--- src/rtl/comp_pkg.sv ---
// Shared definitions for the streaming comparator: op encoding and width.
package comp_pkg;

    localparam int OP_W = 3;

    typedef enum logic [OP_W-1:0] {
        OP_GT = 3'd0,
        OP_GE = 3'd1,
        OP_LT = 3'd2,
        OP_LE = 3'd3,
        OP_EQ = 3'd4,
        OP_NE = 3'd5
    } op_e;

endpackage

--- src/rtl/comp_core.sv ---
// Combinational comparator: evaluates a <op> b, flags the unused op codes.
module comp_core
    import comp_pkg::*;
#(
    parameter int WIDTH  = 8,
    parameter bit SIGNED = 1'b0
) (
    input  logic [WIDTH-1:0] a,
    input  logic [WIDTH-1:0] b,
    input  logic [OP_W-1:0]  op,
    output logic             c,
    output logic             illegal
);

    logic gt;
    logic eq;

    // Both orderings are derived from one magnitude compare plus equality.
    always_comb begin
        gt = 1'b0;
        if (SIGNED) begin
            gt = $signed(a) > $signed(b);
        end else begin
            gt = a > b;
        end
        eq = (a == b);
    end

    always_comb begin
        c       = 1'b0;
        illegal = 1'b0;
        case (op)
            OP_GT:   c = gt;
            OP_GE:   c = gt | eq;
            OP_LT:   c = ~gt & ~eq;
            OP_LE:   c = ~gt;
            OP_EQ:   c = eq;
            OP_NE:   c = ~eq;
            default: illegal = 1'b1;
        endcase
    end

endmodule

--- src/rtl/comp_stream.sv ---
// Streaming comparator: one-entry result register behind a valid/ready pair,
// plus a saturating match counter and a sticky illegal-op flag.
module comp_stream
    import comp_pkg::*;
#(
    parameter int WIDTH  = 8,
    parameter bit SIGNED = 1'b0,
    parameter int CNT_W  = 16
) (
    input  logic             clk,
    input  logic             rst_n,
    input  logic             s_valid,
    output logic             s_ready,
    input  logic [WIDTH-1:0] a,
    input  logic [WIDTH-1:0] b,
    input  logic [OP_W-1:0]  op,
    output logic             m_valid,
    input  logic             m_ready,
    output logic             c,
    output logic             op_err,
    output logic [CNT_W-1:0] match_cnt,
    input  logic             cnt_clr
);

    // Handshake: a beat transfers on an edge where valid && ready are both 1.
    // Upstream may be accepted whenever the output slot is empty or is being
    // drained in the same cycle, so s_ready looks at m_ready combinationally.

    logic             core_c;
    logic             core_illegal;
    logic             accept;

    logic             m_valid_q, m_valid_d;
    logic             c_q, c_d;
    logic             op_err_q, op_err_d;
    logic [CNT_W-1:0] cnt_q, cnt_d;

    comp_core #(
        .WIDTH  (WIDTH),
        .SIGNED (SIGNED)
    ) u_core (
        .a       (a),
        .b       (b),
        .op      (op),
        .c       (core_c),
        .illegal (core_illegal)
    );

    assign s_ready = ~m_valid_q | m_ready;
    assign accept  = s_valid & s_ready;

    always_comb begin
        m_valid_d = m_valid_q;
        c_d       = c_q;
        if (accept) begin
            m_valid_d = 1'b1;
            c_d       = core_c;
        end else if (m_ready) begin
            m_valid_d = 1'b0;
        end
    end

    // Clear wins over both the count update and the flag set in its cycle.
    always_comb begin
        cnt_d    = cnt_q;
        op_err_d = op_err_q;
        if (cnt_clr) begin
            cnt_d    = '0;
            op_err_d = 1'b0;
        end else if (accept) begin
            if (core_c && (cnt_q != {CNT_W{1'b1}})) begin
                cnt_d = cnt_q + CNT_W'(1);
            end
            if (core_illegal) begin
                op_err_d = 1'b1;
            end
        end
    end

    always_ff @(posedge clk) begin
        if (!rst_n) begin
            m_valid_q <= 1'b0;
            c_q       <= 1'b0;
            op_err_q  <= 1'b0;
            cnt_q     <= '0;
        end else begin
            m_valid_q <= m_valid_d;
            c_q       <= c_d;
            op_err_q  <= op_err_d;
            cnt_q     <= cnt_d;
        end
    end

    assign m_valid   = m_valid_q;
    assign c         = c_q;
    assign op_err    = op_err_q;
    assign match_cnt = cnt_q;

endmodule
--- config.mk ---
export PLATFORM = sky130hd
export DESIGN_NAME = comp_stream
export DESIGN_NICKNAME = d
export VERILOG_FILES = /design/src/rtl/comp_pkg.sv /design/src/rtl/comp_core.sv /design/src/rtl/comp_stream.sv
export SDC_FILE = /design/constraint.sdc
export NUM_CORES = 1
export LEC_CHECK = 0
export CAP_MARGIN = 40
export CORE_MARGIN = 10
export CORE_UTILIZATION = 40
export CTS_CLUSTER_SIZE = 10
export DETAILED_ROUTE_END_ITERATION = 12
export PLACE_DENSITY = 0.72
export REMOVE_ABC_BUFFERS = 1
export SKIP_CTS_REPAIR_TIMING = 1
export SLEW_MARGIN = 20
export SYNTH_ARGS = -nofsm -noshare
export SYNTH_HDL_FRONTEND = slang
export SYNTH_SLANG_ARGS = --single-unit
export TNS_END_PERCENT = 20
--- constraint.sdc ---
create_clock -name clk -period 5.75 [get_ports clk]
set_input_delay 0.8625 -clock clk [delete_from_list [all_inputs] [get_ports clk]]
set_output_delay 0.8625 -clock clk [all_outputs]
set_load 0.02 [all_outputs]
---- Yosys cells after proc, flatten, opt, wreduce, memory -nomap -nowiden ----
Cells that the tools add are included.
storage, ports and cells
  flip-flop bits (word level) ............. 19
  input bits .............................. 24
  logic and storage cells ................. 32
cells by class
  add/subtract/negate cells ............... 1
  $lt $le $gt $ge ......................... 1
  equal/unequal tests ..................... 7
  mux-type cells .......................... 3
  bitwise gates (word level) .............. 9
  reductions and logical operators ........ 7
operators with widths
  cell                                            number
  adder 16 x 1 -> 16 bit (second input constant)  1
  != test 16 bit (second input constant)          1
  == test 8 bit                                   1
  greater-than comparator 8 bit                   1
  == test 3 x 2 -> 1 bit (second input constant)  2
  == test 3 bit (second input constant)           2
  case mux 1 bit (6 select lines)                 1
  OR reduction 6 bit                              1
  NOT 1 bit                                       5
  AND reduction 2 bit                             2
  == test 3 x 1 -> 1 bit (second input constant)  1
  zero test 3 bit                                 1
  bitwise AND 1 bit                               2
  two-way mux 1 bit                               2
  OR 1 bit                                        2
  nonzero test 2 bit                              1
  OR reduction 2 bit                              1
  logical AND 1 bit                               1

---- Longest topological paths before layout ----
  word-level depth ........................ 6
  mapped depth ............................ 11
  mapped depth without buffers ............ 9

---- By module ----
Synthesis repeated with hierarchy kept, for this count alone.
unflattened totals
  cell total of the unflattened synthesis .. 157
  area total of the unflattened synthesis .. 1326.3 um^2
by module, submodules not included
  module       instances  cells an instance  area an instance (um^2)  sequential area each (um^2)
  comp_stream  1          119                1069.8                   380.4
  comp_core    1          38                 256.5                    0.0

---- Least setup slack after synthesis ----
OpenSTA, ideal clock, no wires.
  path kind ............................... input-to-reg
  start point ............................. input b[7]
  end point ............................... register cnt_q[13] (netlist: match_cnt[13])
  data arrival time ....................... 2.716 ns
  data required time ...................... 5.680 ns
  setup slack ............................. 2.963 ns
  stages on the path ...................... 10
  path buffers ............................ 1
  cell sequence ........................... inv_1 -> ha_1 -> a21oi_1 -> o21ai_1 -> nor4b_2 -> mux2i_1 -> a21o_1 -> buf_6 -> or4_1 -> a21oi_1
between the ends
  word-level cells in the longest chain between the ends .. 6
  elaborated cells between the ends (all ways) .. 9
  classes of those cells .................. 1 x order compare; 1 x eq/ne; 1 x mux; 4 x bitwise; 2 x reduce/logical
RTL lines
  item                                                            line                                               source
  start, declared                                                 comp_stream.sv:15                                  input logic [WIDTH-1:0] b,
  greater-than comparator 8 bit or == test 8 bit (tied branches)  comp_core.sv:24, comp_core.sv:26
  NOT 1 bit (on tied branches)                                    comp_core.sv:35, comp_core.sv:36, comp_core.sv:38
  bitwise AND 1 bit                                               comp_core.sv:35                                    OP_LT: c = ~gt & ~eq;
  case mux 1 bit (6 select lines) (*)                             comp_core.sv:32                                    case (op)
  logical AND 1 bit (*)                                           comp_stream.sv:71                                  if (core_c && (cnt_q != {CNT_W{1'b1}})) begin
  AND reduction 2 bit (no source line) (*)                        -
  end signal, assigned                                            comp_stream.sv:90                                  cnt_q <= cnt_d;
  end, declared                                                   comp_stream.sv:36                                  logic [CNT_W-1:0] cnt_q, cnt_d;
Mark *: on every way between the ends. The rest lies on a longest branch, timed or not.
A chain may end at the register's enable or synchronous reset.

---- Worst setup path after layout ----
  start point ............................. input b[7]
  end point ............................... register cnt_q[9] (netlist: match_cnt[9])
The elaborated chain is that of the path after synthesis.

==> flow_metrics.tcl <==
set metrics [dict create \
    final_common_cell "clkdlybuf4s50_1" \
    synth_warnings 0 \
    core_sq_um 3003 \
    dr.pass1.iters 4 \
    final_max_slew_viol_count 0 \
    crit_slowest_cell "a21o_1" \
    path_delay_family "compound AO/OA/AOI/OAI gates" \
    path_max_fanout 23 \
    synth.area.top_cells "dfxtp_1 (31%), ha_1 (9.1%), a21oi_1 (6.0%)" \
    row_count 20 \
    synth_largest_area_cell "dfxtp_1" \
    dp_cells 222 \
    synth-edff-count 0 \
    cap_viol_max_count 0 \
    tns_ns 0 \
    routed_wl_mm 3.559 \
    synth_top_cell_area_share 0.3058 \
    hold-worst-slack_ns 0.4739 \
    relSlewSlack 0.5082 \
    synth-xor-area-share 0 \
    rsz0062_at_grt "false" \
    synth_compound_area_frac 0.1952 \
    endpoint_kind "register" \
    grt_usage 0.1301 \
    max_slew.worst_pin.slew_ns 0.7361 \
    antenna_found_initial 0 \
    grt_first_pass_wirelength_mm 5.892 \
    pin_count 44 \
    fin_crit_ns 3.322 \
    worst_path_largest_cell_delay_ns 0.60 \
    fp.dieH_microns 75.76 \
    drc 0 \
    ant_nets 0 \
    clockRootBuffer "clkbuf_4" \
    avgViaCountPerCell 5.793 \
    die_x_microns 75.76 \
    clock_sinks 19 \
    status "complete, no violations" \
    crit_path_start_kind "primary input" \
    netlist_instances 152 \
    finalHoldViolCount 0 \
    powerDensity_nw_per_um2 149.9 \
    arrival_ns 3.58 \
    syn_area_sq_um 1244 \
    instances_no_fill 227 \
    postSynthAreaPerCell_sq_um 8.182 \
    first_iter_violations 44 \
    final_cell_mix "clkdlybuf4s50_1 (43), dfxtp_1 (19), a21oi_1 (15), nand3_1 (12), nand2_1 (11)" \
    num_vias 1315 \
    synth_cell_types 36 \
    hpwl_mm 2.760 \
    synth_top_family_by_area "simple AND/OR/NAND/NOR gates" \
    seq_area_frac_synth 0.3058 \
    grt_max_degree 24 \
    syn2layout_area_growth_pct 37.73 \
    first_global_vias 1251 \
    path_buf_inv 2 \
    synthAdderAreaFrac 0.09054 \
    synth_ff_type "dfxtp_1" \
    path_clk_slew_ns 0.12 \
    start_util 0.4142 \
    synthMuxAreaShare 0.03219 \
    portBuffers 43 \
    clock_latency_ns 0.31 \
    hold_path_class "reg2reg" \
    p_leak_uw 0.0006401 \
    grt_remaining_overflow 0 \
    fin_util 0.5704 \
    htree_levels 1 \
    clockBufferDepth 2 \
    crit_chain "clkdlybuf4s50_1 > inv_1 > ha_1 > nand4_2 > nor2_2 > nor3_1 > a2111oi_2 > a21o_1 > or3_1 > mux2i_1" \
    synth_seq_cells 19 \
    drive_above_1_share 0.04639 \
    diodes 0 \
    cts_tree "done" \
    fin_nets 228 \
    numCtsBuffers 3 \
    setup-violations-final 0 \
    fin_skew_ns 0.01136 \
    criticalPathCategory "in2reg" \
    period_share 0.5778 \
    synth-async-reset-ratio 0 \
    ir_drop_uv 112.5 \
    yosys.area_share.simple 0.3189 \
    gp_congestion 0.7776 \
    die_area_sq_um 5740 \
    worstPathRequired_ns 6.01 \
    max_freq_ghz 0.3010 \
    wl_per_cell_microns 15.68 \
]
==> registers in the layout, indices dropped and copies added (netlist names) <==
| name | count |
|---|---|
| op_err | 1 |
| m_valid | 1 |
| c | 1 |
| match_cnt | 16 |
==> worst register-to-register path: cells and delay by family (launching register included) <==
family	cells	cell delay (ns)
adder cells (fa/ha/maj)	1	0.26
buffers and inverters	1	0.25
flip-flops	1	0.41
multiplexers	1	0.18
AND/OR/NAND/NOR	5	0.91
==> cell families (layout without fill, tap and decap cells) <==
group / count (synthesis) / count (layout)
buf+inv: 15 / 57
fa+ha+maj: 9 / 9
mux: 4 / 4
simple gates: 68 / 68
flops: 19 / 19
compound gates: 37 / 37
==> layout make-up <==
type | count | area, sq um
clock buffers | 3 | 22.52
clock inverters | 1 | 5.005
fillers | 305 | 1290
inverters | 9 | 33.78
multi-input cells | 118 | 792.0
flip-flops and latches | 19 | 380.4
well taps | 33 | 41.29
repair buffers | 44 | 437.9
==> report_power, final <==
group	internal [uW]	switching [uW]	leakage [uW]
Combinational	27.1	24.2	0.000469
Sequential	133	0.910	0.000153
Clock	26.0	45.6	0.0000177
Total	186	70.7	0.000640
==> worst paths after layout <==
check / from / endpoint / slack [ns] / cells after the start
max: b[7] / match_cnt[9] / 2.43 / 10
min: c / c / 0.47 / 2
min reg2reg: c / c / 0.47 / 2
max reg2reg: match_cnt[0] / match_cnt[5] / 3.68 / 8
==> layer usage <==
layer	vias to the layer above	global-route usage	share of wire
li1	661	-	-
met1	608	0.1520	0.42
met2	42	0.2236	0.49
met3	4	0.03906	0.079
met4	0	0.03711	0.012
met5	-	0	0
==> through the flow <==
| step | instance area (sq um) | setup WS, ns | total power [uW] |
|---|---|---|---|
| floorplan | 1206 | 2.893 | 161.7 |
| global placement | 1678 | 2.245 | 186.3 |
| detailed placement | 1678 | 2.092 | 188.1 |
| CTS | 1705 | 2.425 | 259.1 |
| global route | 1713 | 2.227 | 267.4 |
| finish | 1713 | 2.428 | 256.8 |
==> synth_stat cells, types with 2 or more instances <==
| cell type | n |
|---|---|
| o41ai_1 | 2 |
| o31ai_1 | 6 |
| nand3_1 | 12 |
| clkbuf_1 | 4 |
| and2_1 | 2 |
| a31oi_1 | 2 |
| buf_6 | 2 |
| a21oi_1 | 15 |
| dfxtp_1 | 19 |
| o21ai_1 | 4 |
| nand2b_1 | 7 |
| nand4_1 | 5 |
| ha_1 | 9 |
| nor2_1 | 7 |
| or4_1 | 6 |
| o311ai_1 | 2 |
| or3_1 | 3 |
| mux2i_1 | 4 |
| nor2b_1 | 2 |
| and3_1 | 5 |
| inv_1 | 9 |
| nand2_1 | 11 |
Note: power is estimated with default switching activity, not from simulation.
